File: config.mk
export PLATFORM = sky130hd
export DESIGN_NAME = bcd_calendar_clock
export DESIGN_NICKNAME = d
export VERILOG_FILES = /design/src/rtl/cal_pkg.sv /design/src/rtl/cal_tick_gen.sv /design/src/rtl/bcd_calendar_clock.sv
export SDC_FILE = /design/constraint.sdc
export NUM_CORES = 1
export LEC_CHECK = 0
export ABC_CLOCK_PERIOD_IN_PS = 6300
export CORE_MARGIN = 1.5
export CORE_UTILIZATION = 60
export DETAILED_ROUTE_END_ITERATION = 12
export PLACE_DENSITY = 0.91
export REMOVE_ABC_BUFFERS = 1
export SYNTH_ARGS = -nofsm -noshare
export SYNTH_HDL_FRONTEND = slang
export SYNTH_HIERARCHICAL = 1
export SYNTH_SLANG_ARGS = --single-unit
File: constraint.sdc
create_clock -name clk -period 6.3 [get_ports clk]
set_input_delay 1.575 -clock clk [delete_from_list [all_inputs] [get_ports clk]]
set_output_delay 1.575 -clock clk [all_outputs]
set_load 0.03 [all_outputs]
File: src/rtl/cal_pkg.sv
// Shared types and BCD helper functions for the calendar clock.
// All arithmetic is digit-wise on BCD; nothing is converted to binary.
package cal_pkg;

    typedef enum logic [2:0] {
        SEC   = 3'd0,
        MIN   = 3'd1,
        HOUR  = 3'd2,
        DAY   = 3'd3,
        MONTH = 3'd4,
        YEAR  = 3'd5
    } field_e;

    typedef logic [3:0] bcd_digit_t;

    // Any value at or above hi wraps to lo, which also repairs an out-of-range day.
    function automatic logic [7:0] bcd2_inc_wrap(input logic [7:0] val, input logic [7:0] lo,
                                                 input logic [7:0] hi);
        bcd_digit_t tens;
        bcd_digit_t ones;
        tens = val[7:4];
        ones = val[3:0];
        if (val >= hi) return lo;
        if (ones == 4'd9) return {tens + 4'd1, 4'd0};
        return {tens, ones + 4'd1};
    endfunction

    function automatic logic [7:0] bcd2_dec_wrap(input logic [7:0] val, input logic [7:0] lo,
                                                 input logic [7:0] hi);
        bcd_digit_t tens;
        bcd_digit_t ones;
        tens = val[7:4];
        ones = val[3:0];
        if (val <= lo || val > hi) return hi;
        if (ones == 4'd0) return {tens - 4'd1, 4'd9};
        return {tens, ones - 4'd1};
    endfunction

    function automatic logic [15:0] bcd4_inc(input logic [15:0] val);
        logic [7:0] hi_byte;
        hi_byte = (val[7:0] == 8'h99) ? bcd2_inc_wrap(val[15:8], 8'h00, 8'h99) : val[15:8];
        return {hi_byte, bcd2_inc_wrap(val[7:0], 8'h00, 8'h99)};
    endfunction

    function automatic logic [15:0] bcd4_dec(input logic [15:0] val);
        logic [7:0] hi_byte;
        hi_byte = (val[7:0] == 8'h00) ? bcd2_dec_wrap(val[15:8], 8'h00, 8'h99) : val[15:8];
        return {hi_byte, bcd2_dec_wrap(val[7:0], 8'h00, 8'h99)};
    endfunction

    function automatic logic bcd2_div4(input logic [7:0] val);
        bcd_digit_t ones;
        ones = val[3:0];
        if (!val[4]) return (ones == 4'd0) || (ones == 4'd4) || (ones == 4'd8);
        return (ones == 4'd2) || (ones == 4'd6);
    endfunction

    function automatic logic is_leap(input logic [15:0] yyyy);
        if (yyyy[7:0] != 8'h00) return bcd2_div4(yyyy[7:0]);
        return bcd2_div4(yyyy[15:8]);
    endfunction

    function automatic logic [7:0] days_in_month(input logic [7:0] mo, input logic leap);
        case (mo)
            8'h04, 8'h06, 8'h09, 8'h11: return 8'h30;
            8'h02:                      return leap ? 8'h29 : 8'h28;
            default:                    return 8'h31;
        endcase
    endfunction

    function automatic logic [7:0] hour_to_12(input logic [7:0] hh);
        if (hh == 8'h00) return 8'h12;
        if (hh <= 8'h12) return hh;
        if (hh[7:4] == 4'd1) return {4'd0, hh[3:0] - 4'd2};
        if (hh[3:0] < 4'd2) return {4'd0, hh[3:0] + 4'd8};
        return {4'd1, hh[3:0] - 4'd2};
    endfunction

    function automatic field_e next_field(input field_e f);
        case (f)
            SEC:     return MIN;
            MIN:     return HOUR;
            HOUR:    return DAY;
            DAY:     return MONTH;
            MONTH:   return YEAR;
            default: return SEC;
        endcase
    endfunction

endpackage

File: src/rtl/cal_tick_gen.sv
// Prescaler producing a one-cycle tick every TICK_DIV clocks; hold parks it at zero.
module cal_tick_gen #(
    parameter int TICK_DIV = 50_000_000
) (
    input  logic clk,
    input  logic rst,
    input  logic hold,
    output logic tick
);

    localparam int TICK_W = (TICK_DIV > 1) ? $clog2(TICK_DIV) : 1;
    localparam logic [TICK_W-1:0] LAST = TICK_W'(TICK_DIV - 1);

    logic [TICK_W-1:0] count;

    assign tick = (count == LAST) && !hold;

    always_ff @(posedge clk) begin
        if (rst || hold || tick) begin
            count <= '0;
        end else begin
            count <= count + TICK_W'(1);
        end
    end

endmodule

File: src/rtl/bcd_calendar_clock.sv
// BCD time-of-day and Gregorian calendar with button-driven field editing
// and an optional 12-hour display view.
module bcd_calendar_clock
    import cal_pkg::*;
#(
    parameter int          TICK_DIV  = 50_000_000,
    parameter logic [15:0] RST_YEAR  = 16'h2024,
    parameter logic [7:0]  RST_MONTH = 8'h01,
    parameter logic [7:0]  RST_DAY   = 8'h01
) (
    input  logic        clk,
    input  logic        rst,
    input  logic        edit_en,
    input  logic        btn_sel,
    input  logic        btn_inc,
    input  logic        btn_dec,
    input  logic        mode_12h,
    output logic [23:0] time_bcd,
    output logic [31:0] date_bcd,
    output logic [7:0]  hour_disp,
    output logic        pm,
    output logic [2:0]  sel_field,
    output logic        tick_1hz
);

    logic [7:0]  ss, mm, hh, dd, mo;
    logic [15:0] yyyy;
    field_e      sel_q;
    logic        sel_prev, inc_prev, dec_prev;
    logic        sel_pulse, inc_pulse, dec_pulse;
    logic        tick;
    logic [7:0]  dim;

    cal_tick_gen #(.TICK_DIV(TICK_DIV)) u_tick (
        .clk  (clk),
        .rst  (rst),
        .hold (edit_en),
        .tick (tick)
    );

    assign sel_pulse = btn_sel & ~sel_prev;
    assign inc_pulse = btn_inc & ~inc_prev;
    assign dec_pulse = btn_dec & ~dec_prev;
    assign dim       = days_in_month(mo, is_leap(yyyy));

    always_ff @(posedge clk) begin
        if (rst) begin
            ss       <= 8'h00;
            mm       <= 8'h00;
            hh       <= 8'h00;
            dd       <= RST_DAY;
            mo       <= RST_MONTH;
            yyyy     <= RST_YEAR;
            sel_q    <= SEC;
            sel_prev <= 1'b1;
            inc_prev <= 1'b1;
            dec_prev <= 1'b1;
        end else begin
            sel_prev <= btn_sel;
            inc_prev <= btn_inc;
            dec_prev <= btn_dec;
            // Clamp runs first so any same-cycle write to dd below takes precedence.
            if (dd > dim) dd <= dim;
            if (edit_en) begin
                if (sel_pulse) begin
                    sel_q <= next_field(sel_q);
                end else if (inc_pulse ^ dec_pulse) begin
                    case (sel_q)
                        SEC:   ss <= inc_pulse ? bcd2_inc_wrap(ss, 8'h00, 8'h59)
                                               : bcd2_dec_wrap(ss, 8'h00, 8'h59);
                        MIN:   mm <= inc_pulse ? bcd2_inc_wrap(mm, 8'h00, 8'h59)
                                               : bcd2_dec_wrap(mm, 8'h00, 8'h59);
                        HOUR:  hh <= inc_pulse ? bcd2_inc_wrap(hh, 8'h00, 8'h23)
                                               : bcd2_dec_wrap(hh, 8'h00, 8'h23);
                        DAY:   dd <= inc_pulse ? bcd2_inc_wrap(dd, 8'h01, dim)
                                               : bcd2_dec_wrap(dd, 8'h01, dim);
                        MONTH: mo <= inc_pulse ? bcd2_inc_wrap(mo, 8'h01, 8'h12)
                                               : bcd2_dec_wrap(mo, 8'h01, 8'h12);
                        YEAR:  yyyy <= inc_pulse ? bcd4_inc(yyyy) : bcd4_dec(yyyy);
                        default: ;
                    endcase
                end
            end else if (tick) begin
                ss <= bcd2_inc_wrap(ss, 8'h00, 8'h59);
                if (ss == 8'h59) begin
                    mm <= bcd2_inc_wrap(mm, 8'h00, 8'h59);
                    if (mm == 8'h59) begin
                        hh <= bcd2_inc_wrap(hh, 8'h00, 8'h23);
                        if (hh == 8'h23) begin
                            dd <= bcd2_inc_wrap(dd, 8'h01, dim);
                            if (dd >= dim) begin
                                mo <= bcd2_inc_wrap(mo, 8'h01, 8'h12);
                                if (mo == 8'h12) yyyy <= bcd4_inc(yyyy);
                            end
                        end
                    end
                end
            end
        end
    end

    assign time_bcd  = {hh, mm, ss};
    assign date_bcd  = {dd, mo, yyyy};
    assign hour_disp = mode_12h ? hour_to_12(hh) : hh;
    assign pm        = (hh >= 8'h12);
    assign sel_field = sel_q;
    assign tick_1hz  = tick;

endmodule

==> out/qor.txt, run 1 <==
Post-CTS Setup Inserts - 0
CP top delay family - buffers and inverters
Critical-path cell list - clkdlybuf4s50_1, nor4b_1, nand4_1, nor2_1, clkdlybuf4s50_1
CP bufs+invs - 2
Worst Hold Endpoint - u_tick/count[0]$_SDFF_PP0_
Final hold vios - 0
Layout cells sized above 1 - 0.0515
Combinational family with the most area after synthesis - simple AND/OR/NAND/NOR gates
WS Path Type - in -> out
Most frequent CP cell - clkdlybuf4s50_1
Dominant cell type by area after synthesis - dfxtp_1
CTS tree - done
Fill count - 910
Proportion of synthesized area in mux cells - 0.0117
Total GRT Usage - 0.318
Top-count cell post-synth - dfxtp_1
R2R depth - 13
Req. time, crit path - 4.72 ns
Top cells by count, synth - dfxtp_1, a21oi_1, nor2_1
Post_cts resized - 0
Worst vdd rail ir drop - 144 uV
Simple-gate share of the synthesized area - 0.310
Top-area cell type share of the netlist area - 0.246
FF/Latch Area - 1760 um2
Clock buffer count from CTS - 9
Number of synthesized register bits - 88
EDFF count, synth - 0
Fin Clk Skew - 0.00796 ns
Worst Path Max Fanout - 5
PwrDens - 154 nW/um2
Final Setup Violations - 0
Cell count after synthesis - 974
# hold bufs at CTS - 0
Final Slew Violations - 0
Clk slew on worst S/H paths - 0.06 ns
Die area - 12600 um2
Initial Util - 0.621
DP Worst Slack - 1.10 ns
RSZ-0062 raised after global routing - no
Mean Syn Cell Area - 7.34 um2
Part of the Yosys area used for sequential elements - 0.246
Final core utilization - 0.713
Synth Area in XOR/XNOR - 0.0245
Ant diodes - 0
Grt ovf - 0
Pin count of the biggest net entering global routing - 33
Post-DR wirelength/cell - 17.7 um
Core area - 11500 um2
Final routed DRC violation total - 0
M3 GR Usage - 0.0567
Tcrit/Tclk final - 0.839
Adder and majority gate portion of the synthesized area - 0.0647
HP Class - reg -> reg
Post-Synthesis Cell Area - 7150 um2
Pre-Repair DR Iteration Count - 7
Gpl congestion - 0.945
Post-route ant nets - 0
Vias per std cell - 6.88
Setup slack, reg-to-reg - 1.68 ns
Num rows - 39
Hold Crit Start - u_tick/count[0]$_SDFF_PP0_
Pleak - 2.77 nW
Initial antenna violation count - 0
Met1 usage - 0.427
Fraction of registers with async set/reset - 0
Worst r2r src - yyyy[4]$_SDFFE_PP0P_
Synth top area cells - dfxtp_1, ha_1, a21oi_1
Post-layout min period - 5.29 ns
Clock sink count - 88
H-tree depth - 3
Port bufs - 75
Global-route track usage on met2 - 0.506
Status - completed
Max Cap Viol - 0
Multi-input combinational cell area - 4990 um2
Die span in x - 112 um
Final std cells w/o fill - 1152
Clock Tree Buf Depth - 2
Area growth, synth to finish - 14.8%
I/O pin count - 76
Drt initial violations - 796
Slowest-stage cell, CP - clkdlybuf4s50_1
Slew headroom - 0.271
Worst slew pin tran - 1.08 ns
Die Ht - 112 um
Top_reg_cell synth - dfxtp_1
Yosys warns - 6
Compound-Gate Fraction of Synth Area - 0.287
Post-Route WL - 20.4 mm
Critical R2R Capture - yyyy[14]$_SDFFE_PP0P_
Slowest stage delay, CP - 0.76 ns
Critical path endpoint category - primary output
Setup ws final - 1.01 ns
Total number of vias - 7926
Smallest hold slack - 0.477 ns
Final TNS setup - 0 ns
Gr busiest metal - met2
Inst Count DP - 1137
Synth unique cells - 83
First-pass GRT wire length - 33.8 mm
Clock latency at the later pin of the worst-skew pair - 0.35 ns
Critical Path Start Type - input port
Vias in the first global route - 7202
CP arrival - 3.71 ns
CTS Root Cell - clkbuf_16
Worst hold path depth - 1
Peak Freq - 0.189 GHz
Final HPWL DP - 13.8 mm
Nets@finish - 1049
==> kinds of logic (layout without fill, tap and decap cells) <==
| family | Yosys count | after routing |
|---|---|---|
| and+or+nand+nor | 412 | 412 |
| muxes | 8 | 8 |
| buffers and inverters | 102 | 137 |
| AOI/OAI and AO/OA | 307 | 307 |
| adders and majority gates | 37 | 37 |
| DFF | 88 | 88 |
| xor gates and xnor gates | 20 | 20 |
==> sequential cells by signal, summed over array words and instances, names as in the netlist <==
name	flops
dd	8
dec_prev	1
hh	8
inc_prev	1
mm	8
mo	8
sel_field	3
sel_prev	1
ss	8
u_tick/count	26
yyyy	16
==> cells in the final DEF, fill, tap and decap left out, types with 7 or more instances in the layout <==
cell type	n
a31oi_1	12
xor2_1	8
or4_1	9
nor3_1	47
a21oi_1	82
o21ai_0	72
nor2b_1	10
o211ai_1	8
dfxtp_1	88
ha_1	37
a311oi_1	11
o31ai_1	11
inv_1	38
nor2_1	81
buf_4	9
nand2b_1	11
or3_1	28
and3_1	13
clkbuf_16	9
a211oi_1	15
xnor2_1	12
or2_2	7
nand2_1	70
nor3b_1	7
clkdlybuf4s50_1	74
nand3_1	45
nand4_1	24
nor4_1	21
==> cell type report <==
| class | count | share of cell area |
|---|---|---|
| Clock buffer | 10 | 0.0291 |
| Multi-Input combinational cell | 784 | 0.608 |
| Tap cell | 143 | 0.0218 |
| Inverter | 38 | 0.0174 |
| Timing Repair Buffer | 84 | 0.0990 |
| Clock inverter | 5 | 0.00990 |
| Sequential cell | 88 | 0.215 |
==> power by group <==
group / total, mW / switching [mW] / internal (mW)
Clock: 0.591 / 0.235 / 0.356
Sequential: 0.567 / 0.00706 / 0.560
Combinational: 0.105 / 0.0712 / 0.0341
==> worst max path at each step <==
stage               startpoint                    end  cells past startpoint
floorplan              edit_en  yyyy[14]$_SDFFE_PP0P_                      9
CTS                    edit_en               tick_1hz                      5
global route           edit_en               tick_1hz                      5
finish                 edit_en               tick_1hz                      5
global placement       edit_en               tick_1hz                      5
detailed placement     edit_en               tick_1hz                      5
==> through the flow <==
step | instance area, um2 | power, mW
6_report | 8210 | 1.26
2_1_floorplan | 6900 | 0.641
5_1_grt | 8210 | 1.30
3_5_place_dp | 7890 | 0.681
4_1_cts | 8210 | 1.26
3_3_place_gp | 7890 | 0.679
==> per-layer routing <==
metal / vias to the layer above / routed length, um
met3: 52 / 1610
met1: 3693 / 8930
met2: 417 / 9350
met4: 0 / 474
li1: 3764 / -
met5: - / 0
Note: power is estimated with default switching activity, not from simulation.
==> run 2, diff against run 1 <==
Settings changed: ABC_CLOCK_PERIOD_IN_PS 6300 to 5220, CORE_UTILIZATION 60 to 58, PLACE_DENSITY 0.91 to 0.88.
Clock period 6.3 ns to 5.22 ns, I/O delays scaled along.
==> run 2 against run 1 <==
- final area about the same
- largest cell class unchanged
- clock skew up 0.0032 ns
- critical endpoint is now yyyy[6]$_SDFFE_PP0P_
- sequential power grew 21%
==> out/qor.txt, run 2 (same netlist as run 1, synthesis figures left out) <==
Status - completed (unchanged)
Pleak - 2.76 nW (was 2.77 nW)
Post_cts resized - 0 (unchanged)
Grt ovf - 0 (unchanged)
Final Slew Violations - 0 (unchanged)
First-pass GRT wire length - 34.0 mm (was 33.8 mm)
Largest Register - u_tick/count (unchanged)
Final hold vios - 0 (unchanged)
Fill count - 980 (was 910)
Max FFs per register - 26 (unchanged)
Total number of vias - 7895 (was 7926)
Clock latency at the later pin of the worst-skew pair - 0.35 ns (about the same)
Final routed DRC violation total - 0 (unchanged)
Multi-input combinational cell area - 4990 um2 (unchanged)
Worst vdd rail ir drop - 151 uV (was 144 uV)
Post-DP Area - 7910 um2 (was 7890 um2)
Max Cap Viol - 0 (unchanged)
Clock sink count - 88 (unchanged)
Layout cells sized above 1 - 0.0544 (was 0.0515)
Post-route ant nets - 0 (unchanged)
Inst Count DP - 1143 (was 1137)
Pre-Repair DR Iteration Count - 6 (was 7)
H-tree depth - 3 (unchanged)
Area growth, synth to finish - 14.7% (was 14.8%)
Post-layout min period - 4.50 ns
Peak Freq - 0.222 GHz
Die span in x - 114 um (was 112 um)
Num rows - 40 (was 39)
Req. time, crit path - 5.48 ns (was 4.72 ns)
Post-DR wirelength/cell - 17.6 um (was 17.7 um)
Smallest hold slack - 0.477 ns (about the same)
Pin count of the biggest net entering global routing - 38 (was 33)
Gpl congestion - 0.917 (was 0.945)
DP Worst Slack - 0.627 ns (was 1.10 ns)
Final std cells w/o fill - 1158 (was 1152)
# hold bufs at CTS - 0 (unchanged)
Most frequent cells in the layout - dfxtp_1, a21oi_1, nor2_1 (unchanged)
WS Path Type - reg -> reg (was in -> out)
Die area - 13000 um2 (was 12600 um2)
Vias per std cell - 6.82 (was 6.88)
Clock buffer count from CTS - 9 (unchanged)
Fin Clk Skew - 0.0111 ns (was 0.00796 ns)
RSZ-0062 raised after global routing - no (unchanged)
Vias in the first global route - 7099 (was 7202)
Worst slew pin tran - 1.10 ns (was 1.08 ns)
FF/Latch Area - 1760 um2 (unchanged)
Post-Route WL - 20.3 mm (was 20.4 mm)
Setup ws final - 0.723 ns (was 1.01 ns)
Port bufs - 75 (unchanged)
Biggest regs - u_tick/count: 26 flops, yyyy: 16 flops (unchanged)
Die Ht - 114 um (was 112 um)
CP arrival - 4.75 ns (was 3.71 ns)
PwrDens - 180 nW/um2 (was 154 nW/um2)
Drt initial violations - 1194 (was 796)
Nets@finish - 1051 (was 1049)
CTS tree - done (unchanged)
Clock Tree Buf Depth - 2 (unchanged)
Initial Util - 0.596 (was 0.621)
I/O pin count - 76 (unchanged)
Initial antenna violation count - 0 (unchanged)
Cell area after layout - 8200 um2 (was 8210 um2)
Worst Path Max Fanout - 9 (was 5)
Slew headroom - 0.255 (was 0.271)
Tcrit/Tclk final - 0.862
Clk slew on worst S/H paths - 0.07 ns (was 0.06 ns)
Final Setup Violations - 0 (unchanged)
Final TNS setup - 0 ns (unchanged)
Critical Path Start Type - register (was input port)
Final HPWL DP - 13.7 mm (was 13.8 mm)
HP Class - reg -> reg (unchanged)
Ant diodes - 0 (unchanged)
Core area - 12000 um2 (was 11500 um2)
Total GRT Usage - 0.313 (was 0.318)
Post-CTS Setup Inserts - 0 (unchanged)
Commonest non-fill, non-tap cell in the layout - dfxtp_1 (unchanged)
Critical path endpoint category - register (was primary output)
CTS Root Cell - clkbuf_16 (unchanged)
## run 2: cell types whose count changed in the layout (fill, tap and decap cells not counted)
cell / before / now
buf_4: 9 / 12
clkinvlp_4: 1 / 3
bufinv_16: 2 / 1
clkbuf_8: 1 / 0
clkdlybuf4s50_1: 74 / 73
clkinv_2: 1 / 0
inv_6: 0 / 1
## run 2: final cells by class
cell class,instances,area share
clock buffer,9,0.0275
clock inverter,6,0.00854
inverter,38,0.0174
multi-input combinational,784,0.609
sequential,88,0.215
tap,147,0.0224
timing repair buffer,86,0.101
## run 2: metal layers
layer,wire [um],track usage,up-vias
met5,0,0,-
li1,-,-,3775
met2,9200,0.495,458
met1,8990,0.437,3613
met4,437,0.122,0
met3,1700,0.0386,49
## run 2: per-stage QoR
step                utilization  total power [mW]
floorplan                     -             0.773
global route              0.683              1.52
finish                    0.683              1.48
CTS                       0.683              1.48
detailed placement        0.658             0.823
global placement          0.658             0.821
## run 2: final timing paths
check / from / depth (start not counted) / slack (ns) / to
min reg2reg: u_tick/count[0]$_SDFF_PP0_ / 1 / 0.48 / u_tick/count[0]$_SDFF_PP0_
max: yyyy[4]$_SDFFE_PP0P_ / 13 / 0.72 / yyyy[6]$_SDFFE_PP0P_
min: u_tick/count[0]$_SDFF_PP0_ / 1 / 0.48 / u_tick/count[0]$_SDFF_PP0_
max reg2reg: yyyy[4]$_SDFFE_PP0P_ / 13 / 0.72 / yyyy[6]$_SDFFE_PP0P_
## run 2: power breakdown
group	internal (mW)	switching [mW]	total (mW)
combinational	0.0415	0.0869	0.128
sequential	0.676	0.00838	0.684
clock	0.371	0.295	0.666
## run 2: worst max-delay path: stages (launching register included)
cell and delay [ns]:
dfxtp_1 0.40, inv_1 0.13, ha_1 0.14, or3b_2 0.47, or3_1 0.39, and3b_1 0.20
o32a_1 0.31, ha_1 0.28, nand4_1 0.15, nor4_2 0.53, o2111ai_1 0.29, a221oi_2 0.68
a21oi_1 0.17, a311oi_1 0.28
==> run 3, diff against run 2 <==
--- a/config.mk
+++ b/config.mk
@@ -13,2 +13,3 @@
 export REMOVE_ABC_BUFFERS = 1
+export SLEW_MARGIN = 20
 export SYNTH_ARGS = -nofsm -noshare
==> constraint.sdc (replaced) <==
create_clock -name clk -period 5.22 [get_ports clk]
set_input_delay 1.044 -clock clk [delete_from_list [all_inputs] [get_ports clk]]
set_output_delay 1.044 -clock clk [all_outputs]
set_load 0.03 [all_outputs]
==> run 3 against run 2 <==
- utilization hardly changed
- critical path depth stayed put
- fmax is 3.1% lower
- routed wire length is 1.1% lower
- clock skew is 0.0030 ns lower
- cell count hardly changed
- worst hold slack better by 0.0031 ns
- setup slack worse by 0.14 ns
- non-clock buffer count is 2 lower
- die area stayed put
- global-route usage is 0.28 points lower
- sequential share of layout area hardly changed
- critical path type unchanged
- highest routed layer unchanged
==> out/qor.txt, run 3 (same netlist as run 1, synthesis figures left out) <==
I/O pin count - 76 (unchanged)
CTS tree - done (unchanged)
Gpl congestion - 0.979 (was 0.917)
Max Cap Viol - 0 (unchanged)
Die span in x - 114 um (unchanged)
Multi-input combinational cell area - 4990 um2 (unchanged)
Nets@finish - 1049 (was 1051)
Post-DR wirelength/cell - 17.4 um (was 17.6 um)
Clock sink count - 88 (unchanged)
Met3 WL post-DR - 1.61 mm (was 1.70 mm)
Final routed DRC violation total - 0 (unchanged)
Critical path endpoint category - register (unchanged)
Slew headroom - 0.330 (was 0.255)
Pleak - 2.76 nW (about the same)
Layout cells sized above 1 - 0.0515 (was 0.0544)
CP top delay family - compound AO/OA/AOI/OAI gates (was simple AND/OR/NAND/NOR gates)
Commonest non-fill, non-tap cell in the layout - dfxtp_1 (unchanged)
Clock latency at the later pin of the worst-skew pair - 0.36 ns (was 0.35 ns)
Slowest-stage cell, CP - o311ai_1 (was a221oi_2)
FF/Latch Area - 1760 um2 (unchanged)
Setup ws final - 0.580 ns (was 0.723 ns)
Largest Register - u_tick/count (unchanged)
Die Ht - 114 um (unchanged)
RSZ-0062 raised after global routing - no (unchanged)
Critical Path Start Type - register (unchanged)
Num rows - 40 (unchanged)
Post_cts resized - 0 (unchanged)
Pre-Repair DR Iteration Count - 6 (unchanged)
Fill count - 985 (was 980)
Vias per std cell - 6.85 (was 6.82)
Worst vdd rail ir drop - 155 uV (was 151 uV)
# hold bufs at CTS - 0 (unchanged)
Status - completed (unchanged)
Post-Route WL - 20.1 mm (was 20.3 mm)
First-pass GRT wire length - 33.3 mm (was 34.0 mm)
Req. time, crit path - 5.47 ns (was 5.48 ns)
Final TNS setup - 0 ns (unchanged)
CP arrival - 4.89 ns (was 4.75 ns)
Final Slew Violations - 0 (unchanged)
WS Path Type - reg -> reg (unchanged)
Post-layout min period - 4.64 ns (was 4.50 ns)
WL met2 - 9.31 mm (was 9.20 mm)
HP Class - reg -> reg (unchanged)
Pin count of the biggest net entering global routing - 35 (was 38)
Sequential share of power - 0.459 (was 0.463)
Clock power frac - 0.455 (was 0.450)
Ant diodes - 0 (unchanged)
Initial Util - 0.596 (unchanged)
Biggest regs - u_tick/count: 26 flops, yyyy: 16 flops (unchanged)
Clock Tree Buf Depth - 2 (unchanged)
Sw power - 0.393 mW (was 0.390 mW)
Initial antenna violation count - 0 (unchanged)
Total GRT Usage - 0.311 (was 0.313)
Clk slew on worst S/H paths - 0.07 ns (about the same)
Post-route ant nets - 0 (unchanged)
H-tree depth - 3 (unchanged)
Smallest hold slack - 0.480 ns (was 0.477 ns)
Area growth, synth to finish - 14.6% (was 14.7%)
CP bufs+invs - 1 (unchanged)
WL met1 - 8.74 mm (was 8.99 mm)
Max FFs per register - 26 (unchanged)
Switching Share - 0.264 (about the same)
Final HPWL DP - 13.9 mm (was 13.7 mm)
Fin Clk Skew - 0.00814 ns (was 0.0111 ns)
Most frequent CP cell - ha_1 (unchanged)
Peak Freq - 0.216 GHz (was 0.222 GHz)
Clock buffer count from CTS - 9 (unchanged)
Post-CTS Setup Inserts - 0 (unchanged)
Total power - 1.49 mW (was 1.48 mW)
Die area - 13000 um2 (unchanged)
Vias in the first global route - 7002 (was 7099)
Grt ovf - 0 (unchanged)
PwrDens - 182 nW/um2 (was 180 nW/um2)
Critical-path cell list - inv_1, ha_1, or3b_2, or3_1, and3b_1, o32a_1, ha_1, nor4b_1, o311ai_1, o2111ai_1, a221oi_2, mux2i_1, a311oi_1 (was inv_1, ha_1, or3b_2, or3_1, and3b_1, o32a_1, ha_1, nand4_1, nor4_2, o2111ai_1, a221oi_2, a21oi_1, a311oi_1)
Combinational share of power - 0.086 (was 0.087)
Int Power - 1.10 mW (was 1.09 mW)
Most frequent cells in the layout - dfxtp_1, a21oi_1, nor2_1 (unchanged)
Final core utilization - 0.683 (about the same)
DP Worst Slack - 0.666 ns (was 0.627 ns)
Drt initial violations - 969 (was 1194)
Core area - 12000 um2 (unchanged)
Port bufs - 75 (unchanged)
Total number of vias - 7927 (was 7895)
Slowest stage delay, CP - 0.78 ns (was 0.68 ns)
CTS Root Cell - clkbuf_16 (unchanged)
Final hold vios - 0 (unchanged)
Tcrit/Tclk final - 0.889 (was 0.862)
Worst slew pin tran - 1.00 ns (was 1.10 ns)
Top sig layer - met4 (unchanged)
Final Setup Violations - 0 (unchanged)
Worst Path Max Fanout - 9 (unchanged)
==> run 3: changes by cell type in the layout (fill, tap and decap cells not counted), sizes merged <==
cell,change
clkinvlp,-2
clkdlybuf4s50,+1
clkbuf,+1
buf,-3
inv,+2
==> run 3: worst paths after layout <==
kind | startpoint | to | slack [ns] | depth (start not counted)
worst min register to register | u_tick/count[0]$_SDFF_PP0_ | u_tick/count[0]$_SDFF_PP0_ | 0.48 | 1
worst max register to register | yyyy[4]$_SDFFE_PP0P_ | yyyy[4]$_SDFFE_PP0P_ | 0.58 | 13
worst max-delay path | yyyy[4]$_SDFFE_PP0P_ | yyyy[4]$_SDFFE_PP0P_ | 0.58 | 13
worst min-delay path | u_tick/count[0]$_SDFF_PP0_ | u_tick/count[0]$_SDFF_PP0_ | 0.48 | 1
==> run 3: cell type report <==
cell class	instances	area share
Multi-Input combinational cell	784	0.609
Inverter	38	0.0174
Clock buffer	10	0.0279
Timing Repair Buffer	84	0.0992
Tap cell	147	0.0224
Clock inverter	6	0.00915
Sequential cell	88	0.215
==> run 3: power groups by stage <==
stage          clock [mW]  combinational (mW)  sequential (mW)
5_1_grt             0.717               0.139            0.685
3_3_place_gp            0               0.122            0.699
6_report            0.677               0.129            0.684
2_1_floorplan           0              0.0711            0.702
3_5_place_dp            0               0.124            0.699
4_1_cts             0.689               0.126            0.683
==> run 3: metrics by stage <==
stage | cell area [um2] | std cells
after floorplan | 6900 | 910
after global placement | 7900 | 1141
after detailed placement | 7900 | 1141
after CTS | 8200 | 1157
after global routing | 8200 | 1157
final | 8200 | 1157
==> run 3: metal layers <==
metal | track usage | up-vias
li1 | - | 3763
met1 | 0.427 | 3689
met2 | 0.495 | 432
met3 | 0.0524 | 43
met4 | 0.108 | 0
met5 | 0 | -
